--- config.mk ---
export PLATFORM = sky130hd
export DESIGN_NAME = reg_scoreboard
export DESIGN_NICKNAME = d
export VERILOG_FILES = /design/src/rtl/reg_scoreboard.sv
export SDC_FILE = /design/constraint.sdc
export NUM_CORES = 1
export LEC_CHECK = 0
export ABC_AREA = 0
export BUFFER_PORTS_ARGS = -buffer_cell sky130_fd_sc_hd__buf_2
export CAP_MARGIN = 20
export CORE_UTILIZATION = 40
export DETAILED_ROUTE_END_ITERATION = 10
export GPL_TIMING_DRIVEN = 1
export PLACE_DENSITY_LB_ADDON = 0.15
export SLEW_MARGIN = 20
export SYNTH_ARGS = -nofsm -noshare
export SYNTH_HDL_FRONTEND = slang
export SYNTH_SLANG_ARGS = --single-unit
export TNS_END_PERCENT = 10
--- constraint.sdc ---
create_clock -name clk -period 2 [get_ports clk]
set_clock_uncertainty 0.15 [all_clocks]
set_input_delay 0.1 -clock clk [delete_from_list [all_inputs] [get_ports clk]]
set_output_delay 0.1 -clock clk [all_outputs]
set_load 0.02 [all_outputs]
--- src/rtl/reg_scoreboard.sv ---
// ---------------------------------------------------------------------------
// reg_scoreboard
//
// Read-side hazard tracker for the 8x16 register file. It sits in decode and
// keeps one saturating-free pending-write counter per architectural register.
// An instruction is held off (stall) when:
//   - it reads a register that still has a write in flight, or
//   - its destination register already has the maximum number of writes in
//     flight (2^CNT_W - 1).
// Writeback retires one pending write per cycle. Flush discards all tracking.
//
// Ports:
//   clk          system clock
//   rst          asynchronous, active-high reset
//   issue_valid  decode presents an instruction this cycle
//   src1_en/src1 first source read enable / register select
//   src2_en/src2 second source read enable / register select
//   rd_en/rd     destination write enable / register select
//   wb_valid     writeback commits a register write this cycle
//   wb_reg       writeback register select
//   flush        pipeline flush; all pending writes discarded at the edge
//   stall        issue blocked this cycle (combinational)
//   busy         bit i = register i has at least one pending write
//   err          one-cycle pulse after a writeback to a register with no
//                pending write (protocol violation)
// ---------------------------------------------------------------------------
module reg_scoreboard #(
  parameter int CNT_W = 2
) (
  input  logic       clk,
  input  logic       rst,
  input  logic       issue_valid,
  input  logic       src1_en,
  input  logic [2:0] src1,
  input  logic       src2_en,
  input  logic [2:0] src2,
  input  logic       rd_en,
  input  logic [2:0] rd,
  input  logic       wb_valid,
  input  logic [2:0] wb_reg,
  input  logic       flush,
  output logic       stall,
  output logic [7:0] busy,
  output logic       err
);

  localparam logic [CNT_W-1:0] CNT_ZERO = '0;
  localparam logic [CNT_W-1:0] CNT_MAX  = '1;
  localparam logic [CNT_W-1:0] CNT_ONE  = CNT_W'(1);

  // Per-register pending-write counters.
  logic [7:0][CNT_W-1:0] cnt_reg;
  logic [7:0][CNT_W-1:0] cnt_next;
  logic                  err_reg;
  logic                  err_next;

  logic haz1;
  logic haz2;
  logic full;
  logic accept;
  logic wb_orphan;

  // Hazards are evaluated against the counters as they stand before the
  // edge. A writeback in the same cycle does not clear a source hazard: the
  // register file has no write-to-read bypass, so the new value only becomes
  // readable after the edge.
  assign haz1 = src1_en & (cnt_reg[src1] != CNT_ZERO);
  assign haz2 = src2_en & (cnt_reg[src2] != CNT_ZERO);

  // Destination limit keeps the counter from ever wrapping. An instruction
  // whose destination matches one of its own sources is only checked against
  // earlier writes; its own increment lands at the edge and cannot stall it.
  assign full = rd_en & (cnt_reg[rd] == CNT_MAX);

  assign stall  = issue_valid & (haz1 | haz2 | full);
  assign accept = issue_valid & ~stall & ~flush;

  // A writeback with nothing pending (for example one that arrives after a
  // flush threw its entry away) is reported but otherwise ignored.
  assign wb_orphan = wb_valid & (cnt_reg[wb_reg] == CNT_ZERO);
  assign err_next  = wb_orphan & ~flush;

  genvar gi;
  generate
    for (gi = 0; gi < 8; gi++) begin : g_cnt
      logic inc;
      logic dec;

      assign inc = accept & rd_en & (rd == 3'(gi));
      assign dec = wb_valid & (wb_reg == 3'(gi)) & (cnt_reg[gi] != CNT_ZERO);

      // Simultaneous issue and retire on the same register cancel out.
      always_comb begin
        cnt_next[gi] = cnt_reg[gi];
        if (flush) begin
          cnt_next[gi] = CNT_ZERO;
        end else if (inc && !dec) begin
          cnt_next[gi] = cnt_reg[gi] + CNT_ONE;
        end else if (dec && !inc) begin
          cnt_next[gi] = cnt_reg[gi] - CNT_ONE;
        end
      end

      always_ff @(posedge clk or posedge rst) begin
        if (rst) begin
          cnt_reg[gi] <= CNT_ZERO;
        end else begin
          cnt_reg[gi] <= cnt_next[gi];
        end
      end

      assign busy[gi] = (cnt_reg[gi] != CNT_ZERO);
    end
  endgenerate

  always_ff @(posedge clk or posedge rst) begin
    if (rst) begin
      err_reg <= 1'b0;
    end else begin
      err_reg <= err_next;
    end
  end

  assign err = err_reg;

endmodule

==> out/results.tsv, run 1 <==
metric	value	unit
drc violations	0	
worst skew pair latency	260	ps
Synthesized Nets	218	
Sink Count	17	
IO Pins	30	
initial antenna violation count	0	
Worst setup EP type	flip-flop	
htree depth	1	
routability cong.	0.8786	
period utilisation layout	106.9	%
end point of the critical path	cnt_reg[1]	
Final HPWL DP	3.772	mm
Lkg Pwr	1.014	nW
Synth top area share	27.11	%
count of cell types in the netlist	50	
Cell Area, Synth	1569	um^2
WP data arrival	2170	ps
outcome	finished, violations left	
Worst R2R Setup Slack	-140	ps
total CTS buffers	3	
setup ws final	-137.8	ps
first-pass GRT wire length	8.024	mm
gr ovfl total	0	
vias per cell	5.709	
minimum clock period	2138	ps
switching power share of the total	31.27	%
die area	4177	um^2
Post-DRT Antenna Nets	0	
Reg2Reg Launch Point	cnt_reg[6]	
largest cells by area after synthesis	dfrtp_1, nand3_1, o211ai_1	
Initial DRC Count	131	
crit path max fanout	5	
violated checks	negative setup slack	
TritonCTS clock tree	done	
Seq pwr share	41.9	%
Synth Warn #	0	
clock group share of total power	33.4	%
Max-Cap Viols	0	
crit path kind	reg -> reg	
via count	1787	
largest net degree at the start of global routing	18	
count of input and output buffers	29	
Layout area overhead	38.28	%
Synth Area per Inst	7.924	um^2
ant diodes	0	
Net Switching	260.7	uW
share of cells above drive strength 1	40.00	%
top_reg_cell synth	dfrtp_1	
Worst-Margin Slew	740.6	ps
Final Setup Violations	15	
# fillers	347	
Total Nets Final	286	
maximum clock path buffer count	2	
share of flip-flops with an asynchronous set or reset	100.0	%
Reg2Reg Depth	8	
Logic pwr share	24.7	%
leading area contributor after synthesis	dfrtp_1	
cell area after placement	2017	um^2
Fin. Hold Viols	0	
unrepaired setup endpoints after global routing	true	
Core ar.	3716	um^2
final instance area	2170	um^2
Pins Over Slew Limit	0	
num rows	22	
Yosys reg bits	17	
DIE WIDTH	64.63	um
WHS	97.18	ps
Starting Density	42.22	%
pwr/cell area	384.2	nW/um^2
Worst slew margin	50.58	%
worst hold path class	in -> reg	
reg2reg end	cnt_reg[1]	
DRT Pass-1 Iters	4	
maximum VDD drop	194.5	uV
crit path from	cnt_reg[6]	
clock root buffer master	clkbuf_8	
vias in the first global route	1648	
Synth Instances	198	
WL/cell	15.84	um
Die Span Y	64.63	um
Internal	572.9	uW
final wirelength	4.959	mm
sequential area share after synthesis	27.11	%
startpoint type of the worst setup path	flip-flop	
Tot GR Track Use	25.62	%
Worst-path clk slew	70	ps
Cell Count, Final, Fillers Out	313	
max frequency	467.8	MHz
placed insts	306	
WP data required	2030	ps
max reg flops	16	
EDFF count, synth	0	
worst max-delay path, stage by stage (launching register included):
cell      delay, ps
dfrtp_1         390
nor2_2          200
inv_2            60
mux4_2          500
nand3b_4        120
and3_4          240
buf_6           110
nand4_1         130
o21ai_1         180
power groups by stage:
| stage | clock network [mW] | logic (mW) | registers [mW] |
|---|---|---|---|
| finish | 0.279 | 0.206 | 0.349 |
| global route | 0.302 | 0.221 | 0.349 |
| floorplan | 0 | 0.105 | 0.358 |
| global placement | 0 | 0.185 | 0.356 |
| detailed placement | 0 | 0.186 | 0.356 |
| CTS | 0.279 | 0.200 | 0.349 |
layout make-up:
class                      instances  area, um^2  area share [%]
clock buffer                       4       45.04           2.076
inverter                          15       56.30           2.595
timing repair buffer              72       480.5           22.15
multi-input combinational        157        1102           50.81
tap                               48       60.06           2.768
sequential                        17       425.4           19.61
synth_stat cells, types with 3 or more instances:
cell type and n:
a21oi_1 6, a31oi_1 7, and3_1 6, and4_1 4
clkbuf_1 3, dfrtp_1 17, inv_1 13, nand2_1 13
nand3_1 14, nand4_1 8, nor2_1 14, nor2b_1 6
nor3_1 10, nor3b_1 3, nor4_1 5, o2111ai_1 4
o211ai_1 8, o21ai_0 8, xnor2_1 6
metrics by stage:
step | worst slack (ps) | utilization (%) | TNS (ps) | power (mW)
3_3_place_gp | -103.0 | 54.28 | -738.6 | 0.5407
5_1_grt | -196.9 | 58.38 | -2229 | 0.8733
2_1_floorplan | -89.07 | - | -259.7 | 0.4624
4_1_cts | -133.3 | 57.61 | -1138 | 0.8278
6_report | -137.8 | 58.38 | -1189 | 0.8336
3_5_place_dp | -134.3 | 54.28 | -1129 | 0.5415
layer usage:
metal / routed length, um / GRT usage (%) / up-vias
met5: 0 / 0 / -
met4: 52 / 6.667 / 0
met3: 382 / 3.873 / 6
met2: 2295 / 43.03 / 73
met1: 2229 / 34.06 / 820
li1: - / - / 888
logic make-up after synthesis:
family / after synthesis / synth area share, %
simple gates: 100 / 36.76
buf+inv: 24 / 7.416
compound gates: 46 / 20.02
xor+xnor: 7 / 3.908
flops: 17 / 27.11
mux: 4 / 4.785
layout by cell type, fill, tap and decap left out, types with 8 or more instances in the layout:
master    synthesis  final
nand3_1          14     12
nor2_1           14     14
o21ai_0           8      8
nand4_1           8      8
nor3_1           10      9
nand2_1          13     13
inv_1            13     12
o211ai_1          8      8
buf_2             1     29
buf_4             2     39
dfrtp_1          17     17
how the worst min path moves through the flow:
stage | startpoint | endpoint | cells after the start
final | rd[1] | cnt_reg[7] | 3
after global routing | flush | cnt_reg[12] | 3
after CTS | rd[1] | cnt_reg[7] | 3
after detailed placement | rst | cnt_reg[1] | 2
after global placement | rst | cnt_reg[1] | 2
after floorplan | rst | cnt_reg[0] | 1
repair_timing:
item                                    CTS  global route
hold endpoints to repair                 18             0
endpoints found under the setup margin   16            17
pin swaps                                 8             0
hold buffers                              2             0
resized for setup                        13             5
buffers inserted                          1             0
Note: power is estimated with default switching activity, not from simulation.
==> run 2, diff against run 1 <==
==> constraint.sdc (replaced) <==
create_clock -name clk -period 2.8 [get_ports clk]
set_clock_uncertainty 0.15 [all_clocks]
set_input_delay 0.14 -clock clk [delete_from_list [all_inputs] [get_ports clk]]
set_output_delay 0.14 -clock clk [all_outputs]
set_load 0.02 [all_outputs]
==> out/results.tsv, run 2 (same netlist as run 1, synthesis figures left out) <==
metric	value	unit
outcome	finished clean	
minimum clock period	2502	ps
most frequent cells in the layout	buf_2, dfrtp_1, nor2_1, nand3_1	
maximum clock path buffer count	2	
DIE WIDTH	64.63	um
TritonCTS clock tree	done	
count of input and output buffers	29	
worst hold path class	in -> reg	
startpoint type of the worst setup path	flip-flop	
max reg flops	16	
post-place setup slack	520.4	ps
Pins Over Slew Limit	0	
Sink Count	17	
Worst setup EP type	output pin	
Die Span Y	64.63	um
Final HPWL DP	3.281	mm
Core ar.	3716	um^2
clock root buffer master	clkbuf_8	
DRT Pass-1 Iters	4	
share of cells above drive strength 1	23.32	%
Worst slew margin	52.45	%
maximum VDD drop	161.7	uV
Worst-path clk slew	70	ps
period utilisation layout	89.35	%
fin util	47.61	%
max frequency	399.7	MHz
Worst R2R Setup Slack	450	ps
Total Nets Final	244	
WHS	32.29	ps
Fin. Hold Viols	0	
placed insts	266	
Fin Setup TNS	0	ps
drc violations	0	
total CTS buffers	3	
ant diodes	0	
die area	4177	um^2
routability cong.	0.8758	
first-pass GRT wire length	7.024	mm
Layout area overhead	12.76	%
Starting Density	42.22	%
via count	1588	
Worst-Margin Slew	712.5	ps
commonest non-fill, non-tap cell in the layout	buf_2	
WL/cell	15.89	um
pwr/cell area	313.6	nW/um^2
final wirelength	4.307	mm
Final Setup Violations	0	
unrepaired setup endpoints after global routing	false	
Max-Cap Viols	0	
WP data required	2510	ps
vias per cell	5.860	
worst skew pair latency	250	ps
Post-DRT Antenna Nets	0	
num rows	22	
vias in the first global route	1407	
gr ovfl total	0	
Tot GR Track Use	22.06	%
largest net degree at the start of global routing	18	
crit path kind	reg -> out	
IO Pins	30	
crit path max fanout	6	
Lkg Pwr	0.7658	nW
Cell Count, Final, Fillers Out	271	
setup ws final	298.1	ps
WP data arrival	2210	ps
htree depth	1	
initial antenna violation count	0	
Initial DRC Count	94	
## run 2: changes by cell type in the layout (fill, tap and decap cells not counted), moves of 2 or more
cell     before  now
nor4_2        2    0
nand3_1      12   14
nand3_2       2    0
buf_4        39    0
o32ai_1       0    2
o32ai_2       2    0
nor4_1        3    5
buf_6         2    0
## run 2: final timing paths
path | depth (start not counted) | endpoint | startpoint
max | 6 | stall | cnt_reg[8]
min | 2 | err | wb_valid
max reg2reg | 6 | cnt_reg[6] | cnt_reg[8]
min reg2reg | 2 | cnt_reg[13] | cnt_reg[13]
max in group asynchronous | 3 | cnt_reg[2] | rst
min in group asynchronous | 3 | cnt_reg[7] | rst
## run 2: final cells by class
class / count / area [um^2]
multi-input combinational: 157 / 1027
clock buffer: 4 / 45.04
timing repair buffer: 30 / 155.1
sequential: 17 / 425.4
tap: 48 / 60.06
inverter: 15 / 56.30
fill: 384 / 1947
## run 2: worst max-delay path: stages, from the launching register on
cell	delay, ps
dfrtp_1	470
nor2_4	170
inv_2	50
o311ai_0	580
and4_1	420
a21boi_0	110
buf_2	170
## run 2: routing by layer
metal / share of wire [%] / track usage, % / vias up
met5: 0 / 0 / -
met3: 4.6 / 3.521 / 4
met4: 0.63 / 4.722 / 0
met2: 42 / 34.74 / 48
li1: - / - / 798
met1: 52 / 31.47 / 738
## run 2: timing repair
action	in CTS	in global routing
gates resized for setup	0	0
hold buffers	1	0
buffers inserted	0	0
endpoints found under the hold margin	17	0
## run 2: where the power goes
group	internal, mW	switching, mW
sequential	0.248	0.00304
combinational	0.0387	0.0727
clock	0.101	0.0913
total	0.388	0.167
## run 2: metrics by stage
stage	power (mW)	cell area, um^2
6_report	0.5548	1769
3_5_place_dp	0.3651	1714
4_1_cts	0.5628	1769
3_3_place_gp	0.3658	1714
5_1_grt	0.5867	1769
2_1_floorplan	0.3301	1569
